--- config.mk ---
export PLATFORM = sky130hd
export DESIGN_NAME = cb_config_loader_flat
export DESIGN_NICKNAME = d
export VERILOG_FILES = /design/src/rtl/cb_config_loader_if.sv /design/src/rtl/cb_config_loader.sv /design/src/flat_wrapper.sv
export SDC_FILE = /design/constraint.sdc
export NUM_CORES = 1
export LEC_CHECK = 0
export ABC_CLOCK_PERIOD_IN_PS = 1950
export CORE_MARGIN = 2
export CORE_UTILIZATION = 40
export DETAILED_ROUTE_END_ITERATION = 16
export GPL_TIMING_DRIVEN = 0
export SYNTH_ARGS = -nofsm -noshare
export SYNTH_HDL_FRONTEND = slang
export SYNTH_SLANG_ARGS = --single-unit
--- constraint.sdc ---
create_clock -name clk -period 1.95 [get_ports clk]
set_input_delay 0.195 -clock clk [delete_from_list [all_inputs] [get_ports clk]]
set_output_delay 0.195 -clock clk [all_outputs]
set_load 0.005 [all_outputs]
--- src/rtl/cb_config_loader_if.sv ---
// Configuration stream handshake between the bitstream source and the loader.
// The source drives start/valid/data; the loader reports ready/busy/done/error.
interface cb_config_loader_if #(
    parameter int CFG_W = 8
);
    logic             cfg_start;
    logic             cfg_valid;
    logic [CFG_W-1:0] cfg_data;
    logic             cfg_ready;
    logic             cfg_busy;
    logic             cfg_done;
    logic             cfg_error;

    modport master (
        output cfg_start, cfg_valid, cfg_data,
        input  cfg_ready, cfg_busy, cfg_done, cfg_error
    );

    modport slave (
        input  cfg_start, cfg_valid, cfg_data,
        output cfg_ready, cfg_busy, cfg_done, cfg_error
    );
endinterface

--- src/rtl/cb_config_loader.sv ---
// Word-serial loader for connection-block gate enables: assembles a shadow frame,
// verifies its XOR checksum, then commits it to the active controls in one cycle.
//
// state   | meaning
// --------+-----------------------------------------------------------
// S_IDLE  | after reset, waiting for cfg_start
// S_LOAD  | accepting frame words into the shadow register
// S_CHECK | next accepted word is the checksum
// S_DONE  | frame committed, held until cfg_start
// S_ERROR | checksum mismatch, active controls untouched
module cb_config_loader #(
    parameter int CHANNEL_WIDTH = 8,
    parameter int NUM_TILES     = 1,
    parameter int CFG_W         = 8
) (
    input  logic                                 clk,
    input  logic                                 rst,
    cb_config_loader_if.slave                    cfg,
    output logic [NUM_TILES*CHANNEL_WIDTH/2-1:0] v_ctrl1,
    output logic [NUM_TILES*CHANNEL_WIDTH/2-1:0] v_ctrl3,
    output logic [NUM_TILES*CHANNEL_WIDTH/2-1:0] h_ctrl0,
    output logic [NUM_TILES*CHANNEL_WIDTH/2-1:0] h_ctrl2,
    output logic [NUM_TILES*CHANNEL_WIDTH/2-1:0] h_ctrl4
);
    localparam int HALF       = CHANNEL_WIDTH / 2;
    localparam int TILE_BITS  = 5 * HALF;
    localparam int TOTAL_BITS = NUM_TILES * TILE_BITS;
    localparam int NUM_WORDS  = (TOTAL_BITS + CFG_W - 1) / CFG_W;
    localparam int CNT_W      = $clog2(NUM_WORDS + 1);

    typedef enum logic [2:0] {
        S_IDLE,
        S_LOAD,
        S_CHECK,
        S_DONE,
        S_ERROR
    } state_t;

    state_t                  state, state_nxt;
    logic [CNT_W-1:0]        word_cnt;
    logic [CFG_W-1:0]        csum;
    logic [TOTAL_BITS-1:0]   shadow, shadow_d;
    logic [TOTAL_BITS-1:0]   active;
    logic                    xfer, load_xfer, csum_ok;

    assign cfg.cfg_ready = (state == S_LOAD) || (state == S_CHECK);
    assign cfg.cfg_busy  = cfg.cfg_ready;
    assign cfg.cfg_done  = (state == S_DONE);
    assign cfg.cfg_error = (state == S_ERROR);

    // A restart request takes priority over a word offered in the same cycle.
    assign xfer      = cfg.cfg_valid && cfg.cfg_ready && !cfg.cfg_start;
    assign load_xfer = xfer && (state == S_LOAD);
    assign csum_ok   = (cfg.cfg_data == csum);

    always_ff @(posedge clk) begin
        if (rst) begin
            state <= S_IDLE;
        end else begin
            state <= state_nxt;
        end
    end

    always_comb begin
        state_nxt = state;
        if (cfg.cfg_start) begin
            state_nxt = S_LOAD;
        end else begin
            case (state)
                S_LOAD:  if (xfer && (word_cnt == CNT_W'(NUM_WORDS - 1))) state_nxt = S_CHECK;
                S_CHECK: if (xfer) state_nxt = csum_ok ? S_DONE : S_ERROR;
                default: state_nxt = state;
            endcase
        end
    end

    // Each shadow bit belongs to one word slot; bits past TOTAL_BITS have no storage.
    for (genvar j = 0; j < TOTAL_BITS; j++) begin : g_shadow
        assign shadow_d[j] = (load_xfer && (word_cnt == CNT_W'(j / CFG_W)))
                           ? cfg.cfg_data[j % CFG_W] : shadow[j];
    end

    always_ff @(posedge clk) begin
        if (rst) begin
            shadow   <= '0;
            active   <= '0;
            word_cnt <= '0;
            csum     <= '0;
        end else if (cfg.cfg_start) begin
            word_cnt <= '0;
            csum     <= '0;
        end else begin
            shadow <= shadow_d;
            if (load_xfer) begin
                csum     <= csum ^ cfg.cfg_data;
                word_cnt <= word_cnt + CNT_W'(1);
            end
            if (xfer && (state == S_CHECK) && csum_ok) begin
                active <= shadow;
            end
        end
    end

    for (genvar t = 0; t < NUM_TILES; t++) begin : g_tile
        assign v_ctrl1[t*HALF +: HALF] = active[t*TILE_BITS + 0*HALF +: HALF];
        assign v_ctrl3[t*HALF +: HALF] = active[t*TILE_BITS + 1*HALF +: HALF];
        assign h_ctrl0[t*HALF +: HALF] = active[t*TILE_BITS + 2*HALF +: HALF];
        assign h_ctrl2[t*HALF +: HALF] = active[t*TILE_BITS + 3*HALF +: HALF];
        assign h_ctrl4[t*HALF +: HALF] = active[t*TILE_BITS + 4*HALF +: HALF];
    end
endmodule
--- src/flat_wrapper.sv ---
// flat-port wrapper written by rule: the top's interface ports become plain ports
module cb_config_loader_flat 
#(
    parameter int CHANNEL_WIDTH = 8,
    parameter int NUM_TILES     = 1,
    parameter int CFG_W         = 8
)
  (clk, rst, v_ctrl1, v_ctrl3, h_ctrl0, h_ctrl2, h_ctrl4, cfg_cfg_start, cfg_cfg_valid, cfg_cfg_data, cfg_cfg_ready, cfg_cfg_busy, cfg_cfg_done, cfg_cfg_error);
  cb_config_loader_if #(.CFG_W(CFG_W)) cfg_i ();
  input  logic clk;
  input  logic rst;
  output logic [NUM_TILES*CHANNEL_WIDTH/2-1:0] v_ctrl1;
  output logic [NUM_TILES*CHANNEL_WIDTH/2-1:0] v_ctrl3;
  output logic [NUM_TILES*CHANNEL_WIDTH/2-1:0] h_ctrl0;
  output logic [NUM_TILES*CHANNEL_WIDTH/2-1:0] h_ctrl2;
  output logic [NUM_TILES*CHANNEL_WIDTH/2-1:0] h_ctrl4;
  input wire logic [$bits(cfg_i.cfg_start)-1:0] cfg_cfg_start;
  input wire logic [$bits(cfg_i.cfg_valid)-1:0] cfg_cfg_valid;
  input wire logic [$bits(cfg_i.cfg_data)-1:0] cfg_cfg_data;
  output wire logic [$bits(cfg_i.cfg_ready)-1:0] cfg_cfg_ready;
  output wire logic [$bits(cfg_i.cfg_busy)-1:0] cfg_cfg_busy;
  output wire logic [$bits(cfg_i.cfg_done)-1:0] cfg_cfg_done;
  output wire logic [$bits(cfg_i.cfg_error)-1:0] cfg_cfg_error;
  assign cfg_i.cfg_start = cfg_cfg_start;
  assign cfg_i.cfg_valid = cfg_cfg_valid;
  assign cfg_i.cfg_data = cfg_cfg_data;
  assign cfg_cfg_ready = cfg_i.cfg_ready;
  assign cfg_cfg_busy = cfg_i.cfg_busy;
  assign cfg_cfg_done = cfg_i.cfg_done;
  assign cfg_cfg_error = cfg_i.cfg_error;
  cb_config_loader #(.CHANNEL_WIDTH(CHANNEL_WIDTH), .NUM_TILES(NUM_TILES), .CFG_W(CFG_W)) u_core (.clk(clk), .rst(rst), .cfg(cfg_i), .v_ctrl1(v_ctrl1), .v_ctrl3(v_ctrl3), .h_ctrl0(h_ctrl0), .h_ctrl2(h_ctrl2), .h_ctrl4(h_ctrl4));
endmodule
* Word-level counts from Yosys, hierarchy flattened
Cells that the tools add are included.
** Word-level totals
- Flip-flop bits (word level) :: 53
- Logic and storage cells :: 48
- Bits of input ports :: 12
- Output and inout port bits :: 24
** Cells by class
- Reduce and logical (&&, ||, !) cells :: 21
- Eq/ne operators :: 11
- Add/subtract/negate cells :: 1
- Bitwise gates (word level) :: 2
- Muxes and demuxes :: 5
** Operators with widths (number)
- $logic_and A1 B1 Y1 :: 9
- $mux W3 :: 3
- $eq A8 B8 Y1 :: 1
- $reduce_and A2 Y1 :: 4
- $xor A8 B8 Y8 :: 1
- $eq A3 B2 Y1 const B :: 2
- $pmux W3 S2 :: 1
- $reduce_and A3 Y1 :: 2
- $eq A3 B1 Y1 const B :: 1
- $eq A3 B3 Y1 const B :: 1
- $ne A3 B2 Y1 const B :: 1
- $ne A3 B3 Y1 const B :: 1
- $reduce_bool A3 Y1 :: 1
- $add A2 B1 Y2 const B :: 1
- $eq A2 B1 Y1 const B :: 1
- $eq A2 B2 Y1 const B :: 1
- $logic_not A2 Y1 :: 1
- $ne A2 B1 Y1 const B :: 1
- $ne A2 B2 Y1 const B :: 1
- $reduce_bool A2 Y1 :: 1
- $reduce_or A2 Y1 :: 1
- $logic_not A1 Y1 :: 1
- $logic_or A1 B1 Y1 :: 1
- $mux W1 :: 1
- $not A1 Y1 :: 1

* Depth between registers and ports, before layout
Gate-level depths: netlist (run 1).
- Depth after elaboration :: 8
- Mapped depth :: 5
- Depth with buffers taken out :: 5

* Worst setup path before layout (run 1)
No wires, ideal clock.
- Kind :: reg-to-reg
- From :: reg u_core.csum[1]
- To :: reg u_core.active[0]
- Setup slack :: 544 ps
- Data required time :: 1878 ps
- Cell stages (with the launch flop) :: 6
- Period minus slack after synthesis :: 1406 ps
- Setup time :: 72 ps
- Arrival time :: 1334 ps
- Buffers on the path :: 1
- Cells stage by stage :: dfxtp_1 -> xnor2_1 -> nand4_2 -> nor4_4 -> buf_6 -> mux2i_1
** Between the ends
- Longest elaborated chain between the ends :: 3
** RTL lines
- start, declared :: RTL line cb_config_loader.sv:41 : logic [CFG_W-1:0] csum;
- start signal, assigned :: RTL line cb_config_loader.sv:95 : csum <= csum ^ cfg.cfg_data;
- $eq A8 B8 Y1 :: RTL line cb_config_loader.sv:54 : assign csum_ok = (cfg.cfg_data == csum);
- $logic_and A1 B1 Y1 :: RTL line cb_config_loader.sv:98 : if (xfer && (state == S_CHECK) && csum_ok) begin
- $reduce_and A2 Y1 (no source line)
- end signal, assigned :: RTL line cb_config_loader.sv:99 : active <= shadow;
- end, declared :: RTL line cb_config_loader.sv:43 : logic [TOTAL_BITS-1:0] active;
Every way passes these cells.
A chain may end at the register's enable or synchronous reset.

* Worst setup path in the final report (run 1)
- From :: in cfg_cfg_data[2]
- To :: reg u_core.active[4]
** Between the ends
- Longest elaborated chain between the ends :: 3
** RTL lines
- start, declared :: RTL line flat_wrapper.sv:19 : input wire logic [$bits(cfg_i.cfg_data)-1:0] cfg_cfg_data;
- $eq A8 B8 Y1 :: RTL line cb_config_loader.sv:54
- $logic_and A1 B1 Y1 :: RTL line cb_config_loader.sv:98
- $reduce_and A2 Y1 (no source line)
Every way passes these cells.

==> results of run 1 <==
## how the worst min path moves through the flow
stage                            startpoint                end  slack [ns]
after floorplan             cfg_cfg_data[0]   u_core.shadow[0]        0.34
after global placement    u_core.active[11]  u_core.active[11]        0.46
after detailed placement  u_core.active[13]  u_core.active[13]        0.46
after CTS                     cfg_cfg_valid  u_core.shadow[19]        0.42
after global routing          cfg_cfg_valid  u_core.shadow[19]        0.46
final                         cfg_cfg_valid  u_core.shadow[19]        0.42
## kinds of logic (layout without fill, tap and decap cells)
logic type	after synthesis	count (layout)	share of synthesized area [%]
and+or+nand+nor	95	95	23.66
DFF	53	53	45.49
muxes	40	40	17.17
xor gates and xnor gates	18	18	6.760
buffers and inverters	17	59	3.701
AOI/OAI and AO/OA	7	7	1.609
adders and majority gates	3	3	1.610
## routing by layer
metal  wire length [um]  GRT usage [%]
met4                 85          6.610
met5                  0              0
met3                136          3.034
met2               2038          25.33
met1               2223          20.63
## state kept, by name, indices dropped and copies added (netlist names)
| name | cells |
|---|---|
| u_core.active | 20 |
| u_core.shadow | 20 |
| u_core.word_cnt | 2 |
| u_core.csum | 8 |
| u_core.state | 3 |
## worst min-delay path: cells and delay by family
| family | cells | cell delay (ns) |
|---|---|---|
| buffers and inverters | 1 | 0.14 |
| multiplexers | 1 | 0.09 |
| AND/OR/NAND/NOR | 2 | 0.25 |
## cell type report
class,instances,area (um^2)
Buffer,13,71.32
Clock buffer,7,86.33
Clock inverter,1,30.03
Fill cell,528,2695
Inverter,4,15.01
Multi-Input combinational cell,163,1185
Sequential cell,53,1061
Tap cell,72,90.09
Timing Repair Buffer,34,340.3
## power by group through the flow
stage | logic (W) | clock network (W) | registers [W]
after global placement | 0.000139 | 0 | 0.00112
after CTS | 0.000140 | 0.000798 | 0.00110
after global routing | 0.000152 | 0.000837 | 0.00110
after detailed placement | 0.000140 | 0 | 0.00112
final | 0.000137 | 0.000769 | 0.00110
after floorplan | 0.0000787 | 0 | 0.00112
## through the flow
stage | setup slack [ns] | instances | setup TNS, ns | utilization [%]
floorplan | 0.5442 | 233 | 0 | -
global placement | -0.1773 | 339 | -2.997 | 49.56
detailed placement | -0.1810 | 339 | -3.233 | 49.56
CTS | 0.1372 | 347 | 0 | 51.65
global route | 0.01218 | 347 | 0 | 51.65
finish | 0.1572 | 347 | 0 | 51.65
## cell usage after synthesis
cell type / number / share of area (%)
nand2b_1: 40 / 11
nor4b_4: 1 / 1.0
buf_6: 2 / 0.97
xor2_1: 8 / 3.0
nor4_4: 1 / 0.91
o21ai_0: 1 / 0.21
nand4_2: 1 / 0.54
mux2i_1: 40 / 17
or3_1: 1 / 0.27
nand2_1: 2 / 0.32
xnor2_1: 10 / 3.8
nand4_1: 1 / 0.27
o21a_1: 1 / 0.32
or2_2: 1 / 0.27
inv_1: 4 / 0.64
nor3_1: 1 / 0.21
buf_4: 2 / 0.64
nor2_1: 32 / 5.2
dfxtp_1: 53 / 45
clkbuf_1: 9 / 1.4
nand3_1: 9 / 1.9
and3_1: 1 / 0.27
nand4bb_1: 1 / 0.48
a21oi_1: 5 / 1.1
nand3_2: 3 / 1.3
ha_1: 3 / 1.6
==> results.json, run 1 <==
{
  "mostFrequentLayoutCell": "dfxtp_1",
  "ff2ff_path_depth": 5,
  "finalWirelength_mm": 4.483,
  "via_per_inst": 4.700,
  "pwr-share-seq_pct": 54.7,
  "final_hold_viol_count": 0,
  "netlist_area_um2": 2332,
  "grt_start_max_net_pins": 16,
  "rows": 27,
  "maxSlewViolCount": 0,
  "boundaryPins": 36,
  "grt_pass1_vias": 1610,
  "p_clk_share_pct": 38.4,
  "finalPower_w": 0.002002,
  "worst-path-stages": 6,
  "reg2reg_to": "u_core.active[4]",
  "numPortBuffers": 34,
  "rsz0062_at_grt": "false",
  "combPwrFrac_pct": 6.8,
  "cp.buffers_inverters": 2,
  "hp-class": "in -> reg",
  "cts_resized": 0,
  "postSynthCellCount": 233,
  "drive_gt1_share_pct": 6.545,
  "crit_path_end": "u_core.active[4]",
  "die_height_um": 80.36,
  "crit_required_ns": 2.19,
  "overflow": 0,
  "wl_per_cell_um": 12.92,
  "vdd_drop_max_mv": 0.4628,
  "ant_nets": 0,
  "layout_common_cells": "dfxtp_1 (53), nand2b_1 (40), mux2i_1 (40)",
  "post-route-period-util_pct": 91.94,
  "layout.nets": 289,
  "rr_startpoint": "u_core.csum[5]",
  "seq_area_frac_synth_pct": 45.49,
  "crit_start": "cfg_cfg_data[2]",
  "critPathSlowestCell": "clkdlybuf4s50_1",
  "p_int_w": 0.001575,
  "final_cell_area_um2": 2879,
  "fin_hold_ws_ns": 0.4184,
  "grt_first_pass_wirelength_mm": 7.659,
  "gp_congestion": 0.7370,
  "outcome": "completed",
  "max_freq_ghz": 0.5578,
  "drtIter0Drc": 66,
  "cts_buffer_depth": 2,
  "cpPeakStageDelay_ns": 0.66,
  "netSwitchingPower_w": 0.0004275,
  "ys_ff_latch": 53,
  "hold_buffers": 0,
  "swShare_pct": 21.35,
  "start_util_pct": 41.84,
  "cts-root-buf": "clkbuf_8",
  "tightest_slew_ns": 0.4692,
  "syn_nets": 248,
  "setup.worst_path.class": "in -> reg",
  "cts_setup_buffers": 0,
  "cp-start-kind": "input port",
  "drtPass1Iterations": 4,
  "fp.dieW_um": 80.36,
  "clkLatencyLatePin_ns": 0.31,
  "antenna_cells": 0,
  "slew-limit-headroom_pct": 68.72,
  "place_area_um2": 2763,
  "numClockSinks": 53,
  "period_minus_slack_ns": 1.793,
  "worstPathMaxFanout": 10,
  "ys_warn_count": 0,
  "worstPathCellList": "clkdlybuf4s50_1 -> xnor2_1 -> nand4_1 -> nor4_4 -> buf_6 -> mux2i_1",
  "grt_util_all_layers_pct": 15.76,
  "setup_viol": 0,
  "cts_buffers": 5,
  "cp-end-kind": "flop",
  "syn_to_final_growth_pct": 23.44,
  "dpl.hpwl_mm": 3.255,
  "drc": 0,
  "critPathTopFamily": "buffers and inverters",
  "rrSetupSlack_ns": 0.36,
  "power_density_nw_per_um2": 695.5,
  "path_clk_slew_ns": 0.09,
  "grt_antenna_before_repair": 0,
  "netlist-cell-type-count": 26,
  "cts_tree": "yes",
  "syn_area_per_cell_um2": 10.01,
  "core-area_um2": 5574,
  "drv_cap": 0,
  "cts.htree.levels": 2,
  "via_count": 1631,
  "whs_path_depth": 4,
  "fp.dieArea_um2": 6458,
  "worstPathArrival_ns": 2.03,
  "p_leak_nw": 1.081,
  "skew_ns": 0.004750
}
Power figures use the tool's default switching activity.
==> run 2: changes to the inputs <==
ABC_AREA = 1   (was default)
==> run 2 against run 1 <==
  * Critical path depth down 1
  * Flip-flop and latch count unchanged
  * Clock-buffer cell count unchanged
  * Global-route usage up 0.89 points
  * Synthesized area down 2.1%
  * Clock skew up 0.00094 ns
  * Utilization down 0.62 points
  * Highest routed layer unchanged
  * First-iteration DRC count up 29%
  * Wire length up 5.7%
  * Fmax up 4.6%
  * Power down 7.7%
==> results.json, run 2 <==
{
  "worstPathMaxFanout": 3,
  "fp.dieArea_um2": 6329,
  "ant_nets": 0,
  "cts_setup_buffers": 0,
  "die_height_um": 79.56,
  "power_density_nw_per_um2": 657.5,
  "numClockSinks": 53,
  "postSynth.asyncResetShare_pct": 0,
  "reg2reg_to": "u_core.shadow[3]",
  "place_area_um2": 2724,
  "cts_buffer_depth": 2,
  "final_hold_viol_count": 0,
  "overflow": 0,
  "layout_common_cells": "nand2_1 (93), dfxtp_1 (53), nor2_1 (44)",
  "syn_nets": 344,
  "gp_congestion": 0.7498,
  "synth_common_cells": "nand2_1 (93), dfxtp_1 (53), nor2_1 (44)",
  "mostFrequentLayoutCell": "nand2_1",
  "seq_area_frac_synth_pct": 46.47,
  "worstHoldStart": "u_core.shadow[13]",
  "via_per_inst": 4.530,
  "fp.dieW_um": 79.56,
  "cts_tree": "yes",
  "syn_to_final_growth_pct": 23.07,
  "whs_path_depth": 2,
  "ys_warn_count": 0,
  "grt_util_all_layers_pct": 16.65,
  "hold-path-endpoint": "u_core.shadow[13]",
  "drv_cap": 0,
  "rr_startpoint": "u_core.word_cnt[0]",
  "cts_buffers": 5,
  "rrSetupSlack_ns": 0.51,
  "maxSlewViolCount": 0,
  "path_clk_slew_ns": 0.09,
  "rsz0062_at_grt": "false",
  "grt_first_pass_wirelength_mm": 8.314,
  "grt_antenna_before_repair": 0,
  "p_leak_nw": 1.260,
  "slew-limit-headroom_pct": 71.46,
  "crit_required_ns": 1.75,
  "setup_viol": 0,
  "drtIter0Drc": 85,
  "hp-class": "reg -> reg",
  "skew_ns": 0.005687,
  "drive_gt1_share_pct": 7.008,
  "drc": 0,
  "cp.buffers_inverters": 3,
  "period_minus_slack_ns": 1.714,
  "wl_per_cell_um": 10.69,
  "netlist-cell-type-count": 21,
  "netlist_area_um2": 2283,
  "n_fill_cell": 559,
  "critPathSlowestCell": "clkdlybuf4s50_1",
  "post-route-period-util_pct": 87.90,
  "cts-root-buf": "clkbuf_8",
  "via_count": 2007,
  "vdd_drop_max_mv": 0.2818,
  "finalWirelength_mm": 4.737,
  "finalPower_w": 0.001848,
  "outcome": "completed",
  "cpPeakStageDelay_ns": 0.48,
  "critPathTopFamily": "buffers and inverters",
  "cp-end-kind": "primary output",
  "drtPass1Iterations": 4,
  "postSynthCellCount": 329,
  "tightest_slew_ns": 0.4282,
  "core-area_um2": 5507,
  "synth-main-ff-cell": "dfxtp_1",
  "worstPathArrival_ns": 1.52,
  "worstPathCellList": "inv_1 -> nand3_1 -> nand2_1 -> buf_4 -> clkdlybuf4s50_1",
  "yosys.area.top_type": "dfxtp_1",
  "boundaryPins": 36,
  "hold_buffers": 0,
  "synth_top_area_share_pct": 46.47,
  "syn_area_per_cell_um2": 6.941,
  "antenna_cells": 0,
  "ys_ff_latch": 53,
  "reg.largest.list": "u_core.active: 20 flops, u_core.shadow: 20 flops, u_core.csum: 8 flops",
  "cp-start-kind": "flop",
  "max_freq_ghz": 0.5834,
  "ff2ff_path_depth": 6,
  "synth_area_leaders": "dfxtp_1 (46%), nand2_1 (15%), nor2_1 (7.2%)",
  "final_cell_area_um2": 2810,
  "start_util_pct": 41.47,
  "cts.htree.levels": 2,
  "clkLatencyLatePin_ns": 0.30,
  "numPortBuffers": 35,
  "synth_most_common_cell": "nand2_1",
  "dpl.hpwl_mm": 3.437,
  "setup_tns_ns": 0,
  "fin_hold_ws_ns": 0.4678,
  "cts_resized": 0,
  "synth_edf_count": 0,
  "layout.nets": 386,
  "grt_start_max_net_pins": 15,
  "grt_pass1_vias": 1884,
  "setup.worst_path.class": "reg -> out",
  "rows": 27
}
run 2: final cells by class:
| class | count | area [um^2] | area share (%) |
|---|---|---|---|
| Tap cell | 72 | 90.09 | 3.206 |
| Inverter | 45 | 168.9 | 6.011 |
| Clock buffer | 7 | 86.33 | 3.072 |
| Timing Repair Buffer | 35 | 350.3 | 12.47 |
| Multi-Input combinational cell | 215 | 955.9 | 34.02 |
| Buffer | 16 | 97.59 | 3.473 |
| Sequential cell | 53 | 1061 | 37.76 |
run 2: worst register-to-register path: stages (launching register included):
cell      delay, ns
dfxtp_1        0.32
inv_1          0.11
ha_1           0.16
clkbuf_1       0.29
nand2_1        0.26
nand2_1        0.11
a21oi_1        0.06
run 2: how the worst max path moves through the flow:
stage / slack, ns / from / cells after the start / end
global route: 0.1 / u_core.state[0] / 4 / cfg_cfg_ready
floorplan: 0.73 / u_core.word_cnt[0] / 6 / u_core.shadow[0]
detailed placement: 0.09 / cfg_cfg_data[2] / 9 / u_core.active[10]
CTS: 0.21 / u_core.state[0] / 4 / cfg_cfg_ready
global placement: 0.11 / cfg_cfg_data[2] / 9 / u_core.active[2]
finish: 0.24 / u_core.state[1] / 5 / cfg_cfg_ready
run 2: metal layers:
metal  GRT usage (%)  routed length, um
met1           21.38               2415
met2           27.65               2073
met3           3.394                164
met4           5.862                 84
met5               0                  0
run 2: metrics by stage:
step / util, % / setup WS (ns) / std cells
global route: 51.03 / 0.09851 / 443
global placement: 49.47 / 0.1060 / 436
CTS: 51.03 / 0.2146 / 443
detailed placement: 49.47 / 0.09181 / 436
floorplan: - / 0.7349 / 329
finish: 51.03 / 0.2359 / 443
run 2: kinds of logic (layout without fill, tap and decap cells):
family / count (synthesis) / after routing / share of synthesized area (%)
simple gates: 169 / 169 / 30.69
buf+inv: 61 / 103 / 11.67
flops: 53 / 53 / 46.47
compound gates: 43 / 43 / 9.534
fa+ha+maj: 3 / 3 / 1.644
run 2: report_power, final:
part           leakage, nW  total, W  switching (W)  internal (W)
Clock               0.0443  0.000623       0.000340      0.000283
Combinational        0.788  0.000127      0.0000760     0.0000511
Sequential           0.428   0.00110     0.00000676       0.00109
Total                 1.26   0.00185       0.000423       0.00143
==> run 3: changes to the inputs <==
CAP_MARGIN = 0   (was default)
==> results of run 3 <==
Same layout as run 2: the final DEF is identical, and so are final timing and power.
